File: config.mk
export PLATFORM = sky130hd
export DESIGN_NAME = axi_stream_multi_extractor
export DESIGN_NICKNAME = d
export VERILOG_FILES = /design/src/rtl/axi_stream_extractor_pkg.sv /design/src/rtl/axi_stream_extractor_fifo.sv /design/src/rtl/axi_stream_multi_extractor.sv
export SDC_FILE = /design/constraint.sdc
export NUM_CORES = 2
export LEC_CHECK = 0
export BUFFER_PORTS_ARGS = -buffer_cell sky130_fd_sc_hd__buf_2
export CAP_MARGIN = 10
export CORE_ASPECT_RATIO = 1.1
export CORE_MARGIN = 2
export CORE_UTILIZATION = 25
export CTS_CLUSTER_DIAMETER = 150
export DETAILED_ROUTE_END_ITERATION = 8
export PLACE_DENSITY_LB_ADDON = 0.3
export SLEW_MARGIN = 25
export SYNTH_ARGS = -nofsm -noshare
export SYNTH_HDL_FRONTEND = slang
export SYNTH_SLANG_ARGS = --single-unit
File: constraint.sdc
create_clock -name clock -period 5.62 [get_ports clock]
set_input_delay 0.843 -clock clock [delete_from_list [all_inputs] [get_ports clock]]
set_output_delay 0.843 -clock clock [all_outputs]
set_load 0.02 [all_outputs]
File: src/rtl/axi_stream_extractor_pkg.sv
// Shared constants for the multi-channel stream extractor.
// Holds the full-FIFO policy codes and the drop-counter helper.
package axi_stream_extractor_pkg;

    localparam int MODE_BACKPRESSURE = 0;
    localparam int MODE_DROP         = 1;
    localparam int DROP_CNT_WIDTH    = 16;

    function automatic logic [DROP_CNT_WIDTH-1:0] sat_inc(input logic [DROP_CNT_WIDTH-1:0] v);
        return (v == {DROP_CNT_WIDTH{1'b1}}) ? v : v + 1'b1;
    endfunction

endpackage

File: src/rtl/axi_stream_extractor_fifo.sv
// Single-channel synchronous FIFO with a registered head word.
// The head register holds its last value once the FIFO runs empty.
module axi_stream_extractor_fifo #(
    parameter int WIDTH = 8,
    parameter int DEPTH = 4
) (
    input  logic             clock,
    input  logic             reset,
    input  logic             push,
    input  logic             pop,
    input  logic [WIDTH-1:0] din,
    output logic             full,
    output logic             empty,
    output logic [WIDTH-1:0] head
);
    localparam int AW = $clog2(DEPTH);
    localparam int CW = AW + 1;

    logic [WIDTH-1:0] mem_q [DEPTH];
    logic [WIDTH-1:0] mem_d [DEPTH];
    logic [AW-1:0]    wr_ptr_q, wr_ptr_d;
    logic [AW-1:0]    rd_ptr_q, rd_ptr_d;
    logic [CW-1:0]    count_q, count_d;
    logic [WIDTH-1:0] head_q, head_d;
    logic             push_en, pop_en;

    assign full    = (count_q == CW'(DEPTH));
    assign empty   = (count_q == '0);
    assign push_en = push && !full;
    assign pop_en  = pop && !empty;
    assign head    = head_q;

    always_comb begin
        mem_d    = mem_q;
        wr_ptr_d = wr_ptr_q;
        rd_ptr_d = rd_ptr_q;
        count_d  = count_q;
        head_d   = head_q;
        if (push_en) begin
            mem_d[wr_ptr_q] = din;
            wr_ptr_d        = wr_ptr_q + 1'b1;
        end
        if (pop_en) begin
            rd_ptr_d = rd_ptr_q + 1'b1;
        end
        case ({push_en, pop_en})
            2'b10:   count_d = count_q + 1'b1;
            2'b01:   count_d = count_q - 1'b1;
            default: count_d = count_q;
        endcase
        // Head follows the next stored word; a push only reaches it when nothing older remains.
        if (pop_en) begin
            if (count_q > CW'(1)) begin
                head_d = mem_q[rd_ptr_d];
            end else if (push_en) begin
                head_d = din;
            end
        end else if (push_en && empty) begin
            head_d = din;
        end
    end

    always_ff @(posedge clock or negedge reset) begin
        if (!reset) begin
            for (int i = 0; i < DEPTH; i++) begin
                mem_q[i] <= '0;
            end
            wr_ptr_q <= '0;
            rd_ptr_q <= '0;
            count_q  <= '0;
            head_q   <= '0;
        end else begin
            mem_q    <= mem_d;
            wr_ptr_q <= wr_ptr_d;
            rd_ptr_q <= rd_ptr_d;
            count_q  <= count_d;
            head_q   <= head_d;
        end
    end

endmodule

File: src/rtl/axi_stream_multi_extractor.sv
// Copies beats from one shared stream to every enabled channel whose selector matches dest,
// rewriting dest per channel, with a per-channel FIFO and backpressure or counted drops.
module axi_stream_multi_extractor
    import axi_stream_extractor_pkg::*;
#(
    parameter int DATA_WIDTH   = 16,
    parameter int DEST_WIDTH   = 8,
    parameter int USER_WIDTH   = 16,
    parameter int N_CHANNELS   = 4,
    parameter int FIFO_DEPTH   = 4,
    parameter int DROP_ON_FULL = MODE_BACKPRESSURE
) (
    input  logic                               clock,
    input  logic                               reset,
    input  logic [N_CHANNELS*DEST_WIDTH-1:0]   selector,
    input  logic [N_CHANNELS*DEST_WIDTH-1:0]   out_dest,
    input  logic [N_CHANNELS-1:0]              enable,
    input  logic                               stream_in_valid,
    output logic                               stream_in_ready,
    input  logic [DATA_WIDTH-1:0]              stream_in_data,
    input  logic [USER_WIDTH-1:0]              stream_in_user,
    input  logic [DEST_WIDTH-1:0]              stream_in_dest,
    input  logic                               stream_in_tlast,
    output logic [N_CHANNELS-1:0]              stream_out_valid,
    input  logic [N_CHANNELS-1:0]              stream_out_ready,
    output logic [N_CHANNELS*DATA_WIDTH-1:0]   stream_out_data,
    output logic [N_CHANNELS*USER_WIDTH-1:0]   stream_out_user,
    output logic [N_CHANNELS*DEST_WIDTH-1:0]   stream_out_dest,
    output logic [N_CHANNELS-1:0]              stream_out_tlast,
    output logic [N_CHANNELS*DROP_CNT_WIDTH-1:0] drop_count
);
    localparam int PW = DATA_WIDTH + USER_WIDTH + DEST_WIDTH + 1;

    logic [N_CHANNELS-1:0]     match, full, empty, push, drop_inc;
    logic                      accept;
    logic [DROP_CNT_WIDTH-1:0] drop_q [N_CHANNELS];
    logic [DROP_CNT_WIDTH-1:0] drop_d [N_CHANNELS];

    always_comb begin
        match = '0;
        for (int i = 0; i < N_CHANNELS; i++) begin
            match[i] = enable[i] && (stream_in_dest == selector[i*DEST_WIDTH +: DEST_WIDTH]);
        end
    end

    // Ready looks only at registered fullness, so a same-cycle pop never frees room for a push.
    always_comb begin
        if (DROP_ON_FULL == MODE_DROP) begin
            stream_in_ready = reset;
        end else begin
            stream_in_ready = reset && !(|(match & full));
        end
    end

    assign accept   = stream_in_valid && stream_in_ready;
    assign push     = {N_CHANNELS{accept}} & match & ~full;
    assign drop_inc = (DROP_ON_FULL == MODE_DROP) ? ({N_CHANNELS{accept}} & match & full) : '0;

    always_comb begin
        for (int i = 0; i < N_CHANNELS; i++) begin
            drop_d[i] = drop_inc[i] ? sat_inc(drop_q[i]) : drop_q[i];
        end
    end

    always_ff @(posedge clock or negedge reset) begin
        if (!reset) begin
            for (int i = 0; i < N_CHANNELS; i++) begin
                drop_q[i] <= '0;
            end
        end else begin
            drop_q <= drop_d;
        end
    end

    for (genvar g = 0; g < N_CHANNELS; g++) begin : g_chan
        logic [PW-1:0] din, head;

        assign din = {stream_in_data, stream_in_user,
                      out_dest[g*DEST_WIDTH +: DEST_WIDTH], stream_in_tlast};

        axi_stream_extractor_fifo #(
            .WIDTH (PW),
            .DEPTH (FIFO_DEPTH)
        ) u_fifo (
            .clock (clock),
            .reset (reset),
            .push  (push[g]),
            .pop   (stream_out_ready[g]),
            .din   (din),
            .full  (full[g]),
            .empty (empty[g]),
            .head  (head)
        );

        assign stream_out_valid[g] = !empty[g];
        assign {stream_out_data[g*DATA_WIDTH +: DATA_WIDTH],
                stream_out_user[g*USER_WIDTH +: USER_WIDTH],
                stream_out_dest[g*DEST_WIDTH +: DEST_WIDTH],
                stream_out_tlast[g]} = head;
        assign drop_count[g*DROP_CNT_WIDTH +: DROP_CNT_WIDTH] = drop_q[g];
    end

endmodule
==> run summary <==
Outcome: complete, no violations
Initial antenna violation count: 17
Final Hold Fails: 0
Largest net degree at the start of global routing: 157
Total congestion overflow: 0
I/O pins: 349
ANT nets after route: 0
Post-CTS sizing: 0
Setup CP Type: in -> out
Clk slew on worst S/H paths: 0.06 ns
Die ar.: 167000 um^2
Worst vdd ir: 0.431 mV
P_leak: 23.3 nW
Worst Path Required: 4.78 ns
Mapped Cells: 3244
Post-CTS Setup Bufs: 0
PwrDens: 432 nW/um^2
Vias: 26969
Post-detail-place hpwl: 82900 um
Ys Warns: 0
Period utilization: 78.4%
Worst Path Max Fanout: 46
Top cells by area, synth: dfrtp_1 (52%), mux2_2 (14%), mux2_4 (5.9%), mux4_2 (4.5%), mux2i_1 (3.1%)
Post-synthesis sequential area ratio: 51.8%
Minimum clock period: 4.41 ns
Initial Utilization: 25.2%
Unique masters post-synth: 47
Commonest cells after routing, fill and taps aside: dfrtp_1 (845), mux2_2 (498), buf_2 (284), o21ai_0 (211), mux2_4 (160)
Syn Area/Cell: 12.6 um^2
Worst Hold Class: in -> async
Most common cell after layout, fill and taps aside: dfrtp_1
CTS sink count: 848
Yosys reg bits: 848
Setup crit start kind: primary input
DR vias/cell: 4.82
DR WL/cell: 23.5 um
# setup viols final: 0
# rows: 155
First-pass GRT wire length: 195000 um
Root Buffer: clkbuf_16
Dominant cell type by area after synthesis: dfrtp_1
Hold slack: 0.0470 ns
Slew at the pin closest to its max-slew limit: 1.05 ns
Setup crit end kind: output port
GP Congestion: 0.790
All-layer global routing usage: 15.5%
Hold buffer count at CTS: 0
CTS tree: built
Iteration-0 DRC Markers: 1651
Routed WL: 132000 um
Post-synth EDFFs: 0
Die H: 429 um
Post-route DRC violation count: 0
Core Area: 163000 um^2
Later-pin clock latency in the skew report: 0.71 ns
Vias in the first global route: 27907
CTS Buf Count: 98
Ys flop type: dfrtp_1
DRT Pass-1 Iters: 5
Fmax: 227 MHz
Fillers: 16550
Slew headroom: 29.6%
Max-Cap Viols: 0
Worst EP arrival: 3.56 ns
Post-synth top area share: 51.8%
RSZ-0062 raised after global routing: false
Asr flop ratio synth: 100%
# port buffers: 284
Post-Syn Area: 41000 um^2
Clock Skews: 0.0491 ns
Layout cell share with drive strength beyond 1: 37.6%
Die W: 390 um
Clock Path Buffers: 3
Area Overhead vs Synth: 17.1%
CTS H-tree lvls: 3
Layout net count: 3534
Final Max Tran Viols: 0
Post-Route Setup TNS: 0 ns
-- cell usage after synthesis (32+ instances only) --
library cell,number
mux4_2,82
nand2_1,149
buf_4,64
or4_1,47
mux2_4,160
xnor2_1,40
dfrtp_1,848
a31oi_1,124
inv_1,32
nor2_1,49
o21ai_0,213
a211oi_1,44
and3_1,43
mux2_2,498
nand3_1,104
ha_1,35
a2bb2oi_1,41
a21oi_1,83
nor2b_1,43
buf_2,65
mux2i_1,127
nand4_1,50
clkbuf_1,225
-- path summary, 6_finish.rpt --
| check | slack, ns | end | depth (start not counted) | start |
|---|---|---|---|---|
| max in group asynchronous | 2.77 | g_chan[1].u_fifo.head[11] | 4 | reset |
| worst max-delay path | 1.21 | stream_in_ready | 7 | stream_in_dest[2] |
| worst min-delay path | 0.05 | g_chan[0].u_fifo.count_q[1] | 1 | reset |
| worst max register to register | 1.85 | g_chan[2].u_fifo.head[14] | 9 | g_chan[2].u_fifo.count_q[0] |
| worst min register to register | 0.50 | g_chan[3].u_fifo.mem_q[90] | 1 | g_chan[3].u_fifo.mem_q[90] |
| min in group clock | 0.43 | g_chan[0].u_fifo.mem_q[84] | 2 | out_dest[1] |
-- stage by stage --
step / total power, W / std cells / setup slack, ns / util [%] / instance area, um^2
floorplan: 0.0112 / 3307 / 2.30 / - / 41200
global placement: 0.0139 / 5400 / 0.643 / 27.3 / 44400
detailed placement: 0.0140 / 5401 / 0.825 / 27.3 / 44400
CTS: 0.0210 / 5585 / 1.01 / 29.5 / 47900
global route: 0.0218 / 5591 / 0.973 / 29.5 / 48000
finish: 0.0207 / 5597 / 1.21 / 29.5 / 48000
-- metal layers --
layer	up-vias	share of wire (%)	global-route usage [%]
li1	11929	-	-
met1	14192	44	20.6
met2	670	48	25.9
met3	172	4.2	2.26
met4	6	2.9	5.14
met5	-	0.026	0
-- flip-flops by register name, indices dropped and copies added, names as in the netlist --
register	flops
g_chan.u_fifo.count_q	12
g_chan.u_fifo.head	164
g_chan.u_fifo.mem_q	656
g_chan.u_fifo.rd_ptr_q	8
g_chan.u_fifo.wr_ptr_q	8
-- worst max-delay path, stage by stage --
cell	delay, ns
buf_2	0.14
xor2_1	0.56
or4_1	0.41
nor3_2	0.12
buf_4	0.32
nor3b_1	0.85
buf_2	0.31
-- cell type report --
| cell class | instances | area, um^2 | share of cell area, % |
|---|---|---|---|
| Sequential cell | 848 | 21200 | 44.2 |
| Clock inverter | 44 | 684 | 1.43 |
| Clock buffer | 140 | 2860 | 5.96 |
| Antenna cell | 11 | 27.5 | 0.0573 |
| Tap cell | 2119 | 2650 | 5.52 |
| Multi-Input combinational cell | 2049 | 18300 | 38.1 |
| Timing Repair Buffer | 353 | 2130 | 4.44 |
| Inverter | 33 | 124 | 0.258 |
-- cell families (layout without fill, tap and decap cells) --
kind of cell	after synthesis	after routing	synth area share (%)
DFF	848	848	51.8
buffers and inverters	410	570	4.83
other	1	75	0.00915
AOI/OAI and AO/OA	511	511	7.29
muxes	867	867	27.2
adders and majority gates	35	35	1.07
and+or+nand+nor	518	518	6.72
xor gates and xnor gates	54	54	1.15
-- where the power goes --
group	internal, W	switching, W	total (W)
clock network	0.00421	0.00276	0.00697
logic	0.00208	0.00445	0.00653
registers	0.00670	0.000534	0.00723
Power figures use the tool's default switching activity.
